### config.mk
export PLATFORM = sky130hd
export DESIGN_NAME = jpeg_stream_sequencer
export DESIGN_NICKNAME = d
export VERILOG_FILES = /design/src/rtl/jpeg_seq_pkg.sv /design/src/rtl/seq_chan_fifo.sv /design/src/rtl/jpeg_stream_sequencer.sv
export SDC_FILE = /design/constraint.sdc
export NUM_CORES = 1
export LEC_CHECK = 0
export ABC_AREA = 1
export BUFFER_PORTS_ARGS = -buffer_cell sky130_fd_sc_hd__buf_2
export CORE_ASPECT_RATIO = 0.75
export CORE_MARGIN = 2
export CORE_UTILIZATION = 55
export DETAILED_ROUTE_END_ITERATION = 12
export HOLD_SLACK_MARGIN = 0.03
export PLACE_DENSITY = 0.78
export SKIP_LAST_GASP = 1
export SYNTH_ARGS = -nofsm -noshare
export SYNTH_HDL_FRONTEND = slang
export SYNTH_HIERARCHICAL = 1
export SYNTH_SLANG_ARGS = --single-unit
### constraint.sdc
create_clock -name clk -period 5.64 [get_ports clk]
set_clock_uncertainty 0.2 [all_clocks]
set_input_delay 0.282 -clock clk [delete_from_list [all_inputs] [get_ports clk]]
set_output_delay 0.282 -clock clk [all_outputs]
set_load 0.01 [all_outputs]
### src/rtl/jpeg_seq_pkg.sv
// Shared types for the JPEG stream sequencer: FSM states, channel IDs,
// the FIFO entry layout and the MCU-order state advance helper.
package jpeg_seq_pkg;

    typedef enum logic [1:0] {
        S_Y  = 2'd0,
        S_CB = 2'd1,
        S_CR = 2'd2
    } seq_state_t;

    localparam logic [1:0] CH_Y  = 2'd0;
    localparam logic [1:0] CH_CB = 2'd1;
    localparam logic [1:0] CH_CR = 2'd2;

    localparam int NUM_CH = 3;

    // One buffered word: block-end flag, valid-bit count of a final word, payload.
    typedef struct packed {
        logic        last;
        logic [4:0]  orc;
        logic [31:0] data;
    } seq_entry_t;

    // MCU order is Y -> Cb -> Cr -> Y; anything unexpected restarts at Y.
    function automatic seq_state_t nextState(input seq_state_t s);
        case (s)
            S_Y:     return S_CB;
            S_CB:    return S_CR;
            default: return S_Y;
        endcase
    endfunction

endpackage

### src/rtl/seq_chan_fifo.sv
// Per-channel synchronous FIFO for the JPEG stream sequencer.
// A push into a full FIFO is only accepted when a pop happens in the same
// cycle; otherwise the word is dropped and ovfPulse is raised for one cycle.
module seq_chan_fifo
    import jpeg_seq_pkg::*;
#(
    parameter int DEPTH = 8,
    parameter int AW    = $clog2(DEPTH)
) (
    input  logic       clk,
    input  logic       rst,
    input  logic       flush,
    input  logic       push,
    input  seq_entry_t wrEntry,
    input  logic       pop,
    output seq_entry_t rdEntry,
    output logic       full,
    output logic       empty,
    output logic       ovfPulse
);

    logic [AW-1:0] r_wrPtr;
    logic [AW-1:0] r_rdPtr;
    logic [AW:0]   r_count;
    seq_entry_t    r_mem [DEPTH];

    logic w_clear;
    logic w_accept;
    logic w_doPop;

    assign w_clear  = rst || flush;
    assign full     = (r_count == (AW+1)'(DEPTH));
    assign empty    = (r_count == '0);
    assign w_doPop  = pop && !empty;
    assign w_accept = push && (!full || w_doPop);
    assign ovfPulse = push && full && !w_doPop;
    assign rdEntry  = r_mem[r_rdPtr];

    // Pointer and occupancy bookkeeping; pointers wrap naturally at DEPTH.
    always_ff @(posedge clk) begin
        if (w_clear) begin
            r_wrPtr <= '0;
            r_rdPtr <= '0;
            r_count <= '0;
        end else begin
            if (w_accept) begin
                r_wrPtr <= r_wrPtr + AW'(1);
            end
            if (w_doPop) begin
                r_rdPtr <= r_rdPtr + AW'(1);
            end
            case ({w_accept, w_doPop})
                2'b10:   r_count <= r_count + (AW+1)'(1);
                2'b01:   r_count <= r_count - (AW+1)'(1);
                default: r_count <= r_count;
            endcase
        end
    end

    // Storage array write; contents need no reset because the pointers gate them.
    always_ff @(posedge clk) begin
        if (w_accept && !w_clear) begin
            r_mem[r_wrPtr] <= wrEntry;
        end
    end

endmodule

### src/rtl/jpeg_stream_sequencer.sv
// Merges the Y, Cb and Cr Huffman bitstreams into one 32-bit word stream in
// MCU order (one Y block, one Cb block, one Cr block, repeating). Each channel
// is buffered in its own FIFO; an empty current channel stalls the stream.
// Optional feature macro: JPEG_SEQ_MCU_CNT_EN adds a 16-bit MCU counter port.
module jpeg_stream_sequencer
    import jpeg_seq_pkg::*;
#(
    parameter int FIFO_DEPTH = 8,
    parameter int FIFO_AW    = $clog2(FIFO_DEPTH)
) (
    input  logic        clk,
    input  logic        rst,
    input  logic        flush,
    input  logic [31:0] y_data,
    input  logic        y_valid,
    input  logic        y_last,
    input  logic [4:0]  y_orc,
    input  logic [31:0] cb_data,
    input  logic        cb_valid,
    input  logic        cb_last,
    input  logic [4:0]  cb_orc,
    input  logic [31:0] cr_data,
    input  logic        cr_valid,
    input  logic        cr_last,
    input  logic [4:0]  cr_orc,
    output logic [31:0] out_data,
    output logic        out_valid,
    input  logic        out_ready,
    output logic        out_last,
    output logic [4:0]  out_orc,
    output logic [1:0]  out_chan,
    output logic [2:0]  ovf
`ifdef JPEG_SEQ_MCU_CNT_EN
    ,
    output logic [15:0] mcu_count
`endif
);

    seq_state_t  r_state;
    logic [31:0] r_outData;
    logic        r_outValid;
    logic        r_outLast;
    logic [4:0]  r_outOrc;
    logic [1:0]  r_outChan;
    logic [2:0]  r_ovf;

    seq_entry_t  w_wrEntry  [NUM_CH];
    seq_entry_t  w_rdEntry  [NUM_CH];
    logic [2:0]  w_push;
    logic [2:0]  w_pop;
    logic [2:0]  w_full;
    logic [2:0]  w_empty;
    logic [2:0]  w_ovfPulse;
    logic        w_unusedFull;

    seq_entry_t  w_sel;
    logic [1:0]  w_selChan;
    logic        w_selAvail;
    logic        w_load;

    assign w_wrEntry[0] = {y_last, y_orc, y_data};
    assign w_wrEntry[1] = {cb_last, cb_orc, cb_data};
    assign w_wrEntry[2] = {cr_last, cr_orc, cr_data};
    assign w_push       = {cr_valid, cb_valid, y_valid};

    // Full flags are kept for debug visibility; overflow comes from the FIFO pulse.
    assign w_unusedFull = ^w_full;

    for (genvar g = 0; g < NUM_CH; g++) begin : g_fifo
        seq_chan_fifo #(
            .DEPTH (FIFO_DEPTH),
            .AW    (FIFO_AW)
        ) u_fifo (
            .clk      (clk),
            .rst      (rst),
            .flush    (flush),
            .push     (w_push[g]),
            .wrEntry  (w_wrEntry[g]),
            .pop      (w_pop[g]),
            .rdEntry  (w_rdEntry[g]),
            .full     (w_full[g]),
            .empty    (w_empty[g]),
            .ovfPulse (w_ovfPulse[g])
        );
    end

    // Pick the head entry of the FIFO belonging to the channel the FSM is serving.
    always_comb begin
        w_sel      = '0;
        w_selChan  = CH_Y;
        w_selAvail = 1'b0;
        case (r_state)
            S_Y: begin
                w_sel      = w_rdEntry[0];
                w_selChan  = CH_Y;
                w_selAvail = !w_empty[0];
            end
            S_CB: begin
                w_sel      = w_rdEntry[1];
                w_selChan  = CH_CB;
                w_selAvail = !w_empty[1];
            end
            S_CR: begin
                w_sel      = w_rdEntry[2];
                w_selChan  = CH_CR;
                w_selAvail = !w_empty[2];
            end
            default: begin
                w_sel      = '0;
                w_selChan  = CH_Y;
                w_selAvail = 1'b0;
            end
        endcase
    end

    assign w_load = (!r_outValid || out_ready) && w_selAvail;
    assign w_pop  = w_load ? (3'b001 << w_selChan) : 3'b000;

    // FSM, output register and sticky overflow flags; rst/flush clear everything.
    always_ff @(posedge clk) begin
        if (rst || flush) begin
            r_state    <= S_Y;
            r_outData  <= '0;
            r_outValid <= 1'b0;
            r_outLast  <= 1'b0;
            r_outOrc   <= '0;
            r_outChan  <= '0;
            r_ovf      <= '0;
        end else begin
            r_ovf <= r_ovf | w_ovfPulse;
            if (w_load) begin
                r_outValid <= 1'b1;
                r_outData  <= w_sel.data;
                r_outLast  <= w_sel.last;
                r_outOrc   <= w_sel.last ? w_sel.orc : 5'd0;
                r_outChan  <= w_selChan;
                if (w_sel.last) begin
                    r_state <= nextState(r_state);
                end
            end else if (out_ready) begin
                r_outValid <= 1'b0;
            end
        end
    end

`ifdef JPEG_SEQ_MCU_CNT_EN
    logic [15:0] r_mcuCount;

    // Count completed MCUs: each time the Cr block's final word is popped.
    always_ff @(posedge clk) begin
        if (rst || flush) begin
            r_mcuCount <= '0;
        end else if (w_load && w_sel.last && (r_state == S_CR)) begin
            r_mcuCount <= r_mcuCount + 16'd1;
        end
    end

    assign mcu_count = r_mcuCount;
`endif

    assign out_data  = r_outData;
    assign out_valid = r_outValid;
    assign out_last  = r_outLast;
    assign out_orc   = r_outOrc;
    assign out_chan  = r_outChan;
    assign ovf       = r_ovf;

endmodule

### Yosys cells after proc, flatten, opt, wreduce, memory -nomap -nowiden

Memory sizes are Yosys's and may differ from the RTL's. A register that Yosys moved wholly into a read port is not among the register bits.
Index checks and enable logic that the tools add are counted.
Widths: inputs -> output; s select.

| storage, ports and cells | value |
|---|---|
| word-level logic and storage cells | 108 |
| output and inout port bits | 44 |
| input port bits | 121 |
| memories | 3 |
| bits in registers | 76 |
| RAM bits | 912 |

| operators by class | value |
|---|---|
| bitwise gates (word level) | 1 |
| add/sub/neg operators | 12 |
| mux-type cells | 23 |
| reduce and logical (&&, ||, !) cells | 41 |
| equality and inequality tests | 11 |
| shifts and indexed selects | 1 |

Memory list:

| name | words | width | rd ports | clocked after Yosys merged registers in | write ports | line | RTL |
|---|---|---|---|---|---|---|---|
| g_fifo[0].u_fifo.r_mem | 8 | 38 | 1 | 1 | 1 | seq_chan_fifo.sv:25 | `seq_entry_t r_mem [DEPTH];` |
| g_fifo[1].u_fifo.r_mem | 8 | 38 | 1 | 1 | 1 | seq_chan_fifo.sv:25 |  |
| g_fifo[2].u_fifo.r_mem | 8 | 38 | 1 | 1 | 1 | seq_chan_fifo.sv:25 |  |

Operator list:

| kind | number |
|---|---|
| $pmux 38 s3 | 1 |
| $pmux 4 s2 | 3 |
| $mux 3 | 7 |
| $add 3x1->3 const B | 6 |
| $logic_and 1x1->1 | 16 |
| $add 4x1->4 const B | 3 |
| $eq 4x4->1 const B | 3 |
| $logic_not 4->1 | 3 |
| $sub 4x1->4 const B | 3 |
| $logic_not 1->1 | 11 |
| $eq 2x1->1 const B | 4 |
| $eq 2x2->1 const B | 4 |
| $mux 1 | 8 |
| $pmux 2 s2 | 2 |
| $reduce_bool 2->1 | 4 |
| $logic_or 1x1->1 | 5 |
| $mux 5 | 1 |
| $or 3x3->3 | 1 |
| $pmux 1 s3 | 1 |
| $shl 1x2->3 const A | 1 |
| $logic_not 2->1 | 1 |
| $reduce_and 2->1 | 1 |

### Longest topological paths before layout

| logic depth | value |
|---|---|
| depth in word-level cells | 11 |
| gate-level depth with buffers | 22 |

### By module

Netlist, hierarchy kept.

By module, submodules not included:

| module | times used | area each (µm²) | cells each |
|---|---|---|---|
| seq_chan_fifo (g_fifo[1].u_fifo) | 1 | 12415.7 | 964 |
| seq_chan_fifo (g_fifo[0].u_fifo) | 1 | 12401.9 | 966 |
| seq_chan_fifo (g_fifo[2].u_fifo) | 1 | 12388.1 | 966 |
| jpeg_stream_sequencer | 1 | 2642.5 | 461 |

### Worst setup path after synthesis

No wires, ideal clock.

| timing path | value |
|---|---|
| path kind | reg2reg |
| start | reg g_fifo[1].u_fifo.r_count[2] |
| end | mem g_fifo[1].u_fifo/r_mem[6][0] (netlist name) (enable) |
| stages on the path, launching flop included | 17 |
| setup slack | 343 ps |
| arrival time | 4616 ps |
| buffers on the path | 2 |
| path through | dfxtp_1 -> nor2_2 -> nand2_4 -> inv_1 -> inv_1 -> nand2_1 -> nand3_1 -> nand3_2 -> buf_6 -> buf_2 -> nor2_1 -> nand2_4 -> nand2_4 -> nand2_4 -> inv_4 -> nand2_2 -> nor3_1 |

| between the ends | value |
|---|---|
| cells in the longest elaborated chain, start to end | 11 |
| elaborated cells on any way between the ends | 13 |
| classes of those cells | eq/ne: 1; mux: 4; reduce/logical: 8 |

Ends and longest elaborated chain:

| what | line | RTL |
|---|---|---|
| start: declaration | seq_chan_fifo.sv:24 | `logic [AW:0] r_count;` |
| start signal: assignment | seq_chan_fifo.sv:53 | `2'b10: r_count <= r_count + (AW+1)'(1);` |
| start signal: assignment | seq_chan_fifo.sv:54 | `2'b01: r_count <= r_count - (AW+1)'(1);` |
| start signal: assignment | seq_chan_fifo.sv:55 | `default: r_count <= r_count;` |
| $logic_not 4->1 | seq_chan_fifo.sv:33 | `assign empty = (r_count == '0);` |
| net w_empty[1] | jpeg_stream_sequencer.sv:52 | `logic [2:0] w_empty;` |
| $logic_not 1->1 | jpeg_stream_sequencer.sv:101 | `w_selAvail = !w_empty[1];` |
| $pmux 1 s3 | jpeg_stream_sequencer.sv:92 | `case (r_state)` |
| $logic_and 1x1->1 | jpeg_stream_sequencer.sv:116 | `assign w_load = (!r_outValid \|\| out_ready) && w_selAvail;` |
| $mux 3 | jpeg_stream_sequencer.sv:117 | `assign w_pop = w_load ? (3'b001 << w_selChan) : 3'b000;` |
| net w_pop[1] | jpeg_stream_sequencer.sv:50 | `logic [2:0] w_pop;` |
| $logic_and 1x1->1 | seq_chan_fifo.sv:34 | `assign w_doPop = pop && !empty;` |
| $logic_or 1x1->1 | seq_chan_fifo.sv:35 | `assign w_accept = push && (!full \|\| w_doPop);` |
| $logic_and 1x1->1 | seq_chan_fifo.sv:35 |  |
| $logic_and 1x1->1 | seq_chan_fifo.sv:62 | `if (w_accept && !w_clear) begin` |
| $mux 1 | seq_chan_fifo.sv:62 |  |
| $mux 1 (implied by the code) | seq_chan_fifo.sv:63 | `r_mem[r_wrPtr] <= wrEntry;` |
| end: declaration | seq_chan_fifo.sv:25 |  |

The timed path passes the listed nets, and every way through them passes these cells.

### Worst setup path in the final report

| timing path | value |
|---|---|
| start | reg g_fifo[0].u_fifo.r_count[2] |
| end | mem g_fifo[0].u_fifo/r_mem[3][19] (netlist name) (enable) |

| between the ends | value |
|---|---|
| cells in the longest elaborated chain, start to end | 11 |
| elaborated cells on any way between the ends | 13 |
| classes of those cells | eq/ne: 1; mux: 4; reduce/logical: 8 |

Ends and longest elaborated chain:

| what | line | RTL |
|---|---|---|
| start: declaration | seq_chan_fifo.sv:24 |  |
| start signal: assignment | seq_chan_fifo.sv:53 |  |
| start signal: assignment | seq_chan_fifo.sv:54 |  |
| start signal: assignment | seq_chan_fifo.sv:55 |  |
| $logic_not 4->1 | seq_chan_fifo.sv:33 |  |
| net w_empty[0] | jpeg_stream_sequencer.sv:52 |  |
| $logic_not 1->1 | jpeg_stream_sequencer.sv:96 | `w_selAvail = !w_empty[0];` |
| $pmux 1 s3 | jpeg_stream_sequencer.sv:92 |  |
| $logic_and 1x1->1 | jpeg_stream_sequencer.sv:116 |  |
| $mux 3 | jpeg_stream_sequencer.sv:117 |  |
| net w_pop[0] | jpeg_stream_sequencer.sv:50 |  |
| $logic_and 1x1->1 | seq_chan_fifo.sv:34 |  |
| $logic_or 1x1->1 | seq_chan_fifo.sv:35 |  |
| $logic_and 1x1->1 | seq_chan_fifo.sv:35 |  |
| $logic_and 1x1->1 | seq_chan_fifo.sv:62 |  |
| $mux 1 | seq_chan_fifo.sv:62 |  |
| $mux 1 (implied by the code) | seq_chan_fifo.sv:63 |  |
| end: declaration | seq_chan_fifo.sv:25 |  |

The timed path passes the listed nets, and every way through them passes these cells.

==> results summary <==
The run finished with clean final reports. The post-detailed-route wirelength per cell is 21.49 um. The area inside the core boundary is 71790 um^2. The met1 wire length came out at 40370 um.

The number of antenna violations at the first check in global routing is 3. The total power after layout came out at 15.46 mW. The amount of wire on met3 after detailed routing is 11350 um. At the later pin of the worst-skew pair, clock insertion delay measures around 0.65 ns. The total length of routed wires is 99430 um. In the routed design, unresolved DRC markers number 0.

The cell area power density is 336.4 nW/um^2. The amount of wire on met2 after detailed routing is 44790 um. The TritonCTS clock tree is done. The initial cell density of the core is between 50% and 60%. For this run, the post-layout net count is 3732. The post-synthesis net count came out at 3494. The remaining antenna violation count came out at 0. The endpoint identified for the worst register-to-register timing path is g_fifo[0].u_fifo/r_mem[3][19]$_DFFE_PP_. The per-instance average area after synthesis came out at 11.87 um^2.

The most used flip-flop cell after synthesis is sky130_fd_sc_hd__edfxtp_1. The tool flagged a number of max-cap violations equal to 0. The data arrival time of the critical path is 4.52 ns. In this run the tool buffered the top-level ports with 164 buffer cells.

Setup repair after global routing left no endpoint under its margin. The transition at the pin with the smallest max-transition slack came out at 1.024 ns. Once the clock tree was built, the setup fixing pass inserted 0 buffers.

The final clock period utilization by the worst path came out at between 70% and 80%. The tree is rooted in a sky130_fd_sc_hd__clkbuf_16. Counting flops with a built-in enable in the synthesized netlist gives 912. In this run the worst path has a maximum fanout of 29. From synthesis to final layout, the design area changed by 15.36%. The buffer levels on the longest clock path is 3. Leaving out fill and tap cells, the most frequent cells in the layout are sky130_fd_sc_hd__nor2_1, sky130_fd_sc_hd__edfxtp_1, sky130_fd_sc_hd__o21ai_0. In this run the tightest slew margin relative to its limit is 31.73%.

The final weighted congestion in routability-driven placement came out at 0.9285. The part of the Yosys area used for sequential elements came out at approximately 73%. The leakage power total is 16.14 nW.

The register-to-register setup slack came out at ~1.2 ns. The via count normalized by instance count is 5.883. The number of global-route vias before repair came out at about 26000. In this run, distinct cell masters in the synthesized netlist total 33. For this run, asynchronously set or reset flops after synthesis account for 0%.

The global-route total usage across every layer is 26.24%. The kind of capture point of the worst setup path is a flip-flop. The clock sink count is 997. The number of placement rows came out at 85. The cell count after synthesis is 3357. The global-route wire length before repair came out at approximately 150000 um. The die width is 314.8 um. The worst register-to-register path has a depth of 15. The largest net degree at the start of global routing is 89.

The detailed router finished its first iteration with 3805 violations. The yosys synthesis warning count came out at 6. For this run, the share of the core covered by cells in the final layout is 64.03%. The maximum vdd drop is 206.9 uV.

The category of the most critical setup path is flip-flop to flip-flop. The top metal layer carrying routed signals is met5. The H-tree was split into 3 levels.

The die area is between 70000 and 80000 um^2. The count of pins over their slew limit came out at 0. The detailed-placement wirelength estimate came out at 59800 um. The origin of the critical flop-to-flop path is g_fifo[0].u_fifo/r_count[2]$_SDFFE_PP0P_. The post-cts repair resize count came out at 0. The total negative slack for setup checks is 0 ns. The number of cells on the worst hold path came out at 1. The boundary pin count came out at roughly 170. The clock transition at the registers of the reported paths came out at 0.06 ns. The die span in y came out at around 240 um. The number of storage elements in the synthesis netlist came out at 997. Counting the buffers created by CTS gives 92.

The fmax is 0.2277 GHz. The cts-stage hold buffer count came out at around 120. The start point of the worst min-delay path is g_fifo[0].u_fifo/r_rdPtr[2]$_SDFFE_PP0N_.

The final setup violation count is 0. The total number of vias came out at ~27000. The count of final hold-check violations came out at 0.

In this run the worst hold path is classified as flip-flop to flip-flop. Data on the critical path is required at its endpoint by roughly 5.8 ns. The length of the first detailed-routing pass in iterations came out at 7. The layout cell share with drive strength beyond 1 is 11.94%. The total overflow left after global routing is 0. The synthesized cell area is 39850 um^2. The worst path in the final design needs a cycle of 4.392 ns, including I/O delays and setup. The commonest non-fill, non-tap cell in the layout is sky130_fd_sc_hd__nor2_1. STA classifies the critical path startpoint as a flip-flop.
-- registers in the layout, summed over array words and instances, names as in the netlist, 2 cells and up, named ones only --
name                   cells
g_fifo.u_fifo/r_rdPtr      9
ovf                        3
out_orc                    5
out_chan                   2
g_fifo.u_fifo/r_wrPtr      9
g_fifo.u_fifo/r_count     12
g_fifo.u_fifo/r_mem      912
r_state                    2
out_data                  32
-- worst max path at each step --
stage / from / end / slack, ns / depth (start not counted)
floorplan: g_fifo[1].u_fifo/r_count[2]$_SDFFE_PP0P_ / g_fifo[1].u_fifo/r_mem[6][0]$_DFFE_PP_ / 0.34 / 16
global placement: g_fifo[0].u_fifo/r_count[1]$_SDFFE_PP0P_ / g_fifo[0].u_fifo/r_mem[1][25]$_DFFE_PP_ / 1.46 / 15
detailed placement: g_fifo[0].u_fifo/r_count[2]$_SDFFE_PP0P_ / g_fifo[0].u_fifo/r_mem[7][10]$_DFFE_PP_ / 1.33 / 15
CTS: g_fifo[1].u_fifo/r_count[2]$_SDFFE_PP0P_ / g_fifo[0].u_fifo/r_mem[7][28]$_DFFE_PP_ / 1.33 / 15
global route: g_fifo[0].u_fifo/r_count[1]$_SDFFE_PP0P_ / g_fifo[2].u_fifo/r_mem[7][7]$_DFFE_PP_ / 1.02 / 15
finish: g_fifo[0].u_fifo/r_count[2]$_SDFFE_PP0P_ / g_fifo[0].u_fifo/r_mem[3][19]$_DFFE_PP_ / 1.25 / 15
-- cell families after synthesis --
kind of cell	Yosys count	synth area share (%)
XOR/XNOR	6	0.1319
adder cells (fa/ha/maj)	16	0.5024
AO/OA/AOI/OAI	744	10.09
flip-flops	997	73.00
AND/OR/NAND/NOR	1285	12.92
buffers and inverters	309	3.357
-- layout make-up --
class / count / area, um^2
clock buffers: 111 / 2446
clock inverters: 56 / 713.2
diodes: 1 / 2.502
fillers: 5045 / 25820
flip-flops and latches: 997 / 29100
repair buffers: 342 / 2492
well taps: 957 / 1197
inverters: 111 / 427.9
multi-input cells: 2051 / 9587
-- power breakdown --
part           internal [mW]  switching [mW]  total [mW]
logic                  0.248           0.523       0.771
registers               8.13          0.0546        8.18
clock network           3.83            2.69        6.51
-- cells in the mapped netlist (4+ instances only) --
master	count	share of area [%]
sky130_fd_sc_hd__a31oi_1	117	1.8
sky130_fd_sc_hd__nand2_4	8	0.23
sky130_fd_sc_hd__edfxtp_1	912	69
sky130_fd_sc_hd__nand3_1	53	0.67
sky130_fd_sc_hd__clkbuf_1	108	1.0
sky130_fd_sc_hd__inv_1	99	0.93
sky130_fd_sc_hd__nand2_2	12	0.19
sky130_fd_sc_hd__ha_1	16	0.50
sky130_fd_sc_hd__inv_4	4	0.063
sky130_fd_sc_hd__a21oi_1	25	0.31
sky130_fd_sc_hd__o22ai_1	114	1.8
sky130_fd_sc_hd__o21ai_1	26	0.33
sky130_fd_sc_hd__nor2_2	7	0.11
sky130_fd_sc_hd__nor2_1	927	8.7
sky130_fd_sc_hd__o21ai_0	459	5.8
sky130_fd_sc_hd__nand4_1	7	0.11
sky130_fd_sc_hd__nand2_1	248	2.3
sky130_fd_sc_hd__buf_2	73	0.92
sky130_fd_sc_hd__buf_4	14	0.26
sky130_fd_sc_hd__nor3_1	13	0.16
sky130_fd_sc_hd__dfxtp_1	85	4.3
sky130_fd_sc_hd__inv_2	7	0.066
-- through the flow --
stage	area (um^2)	hold WS [ns]	std cells	setup WS [ns]
after detailed placement	41570	0.2273	4334	1.333
after global routing	45970	0.2335	4626	1.024
after global placement	41570	0.2245	4334	1.455
after floorplan	39850	0.1809	3357	0.3432
after CTS	45970	0.2042	4625	1.332
final	45970	0.2402	4626	1.248
-- worst max-delay path, stage by stage, from the launching register on --
cell,delay (ns)
sky130_fd_sc_hd__dfxtp_1,0.47
sky130_fd_sc_hd__nor2_2,0.09
sky130_fd_sc_hd__nand2_4,0.12
sky130_fd_sc_hd__inv_1,0.06
sky130_fd_sc_hd__inv_1,0.15
sky130_fd_sc_hd__nand2_1,0.08
sky130_fd_sc_hd__nand3_1,0.15
sky130_fd_sc_hd__nand3_4,0.29
sky130_fd_sc_hd__nor2_1,0.59
sky130_fd_sc_hd__nand2_4,0.13
sky130_fd_sc_hd__nand2_2,0.12
sky130_fd_sc_hd__nand2_2,0.10
sky130_fd_sc_hd__inv_2,0.07
sky130_fd_sc_hd__nand3_1,0.30
sky130_fd_sc_hd__nor2_4,0.72
sky130_fd_sc_hd__buf_4,0.41
-- metal layers --
metal,global-route usage [%],up-vias
li1,-,12380
met1,39.19,13160
met2,39.00,1494
met3,5.500,176
met4,7.908,2
met5,0,-
(Power assumes the default switching activity.)
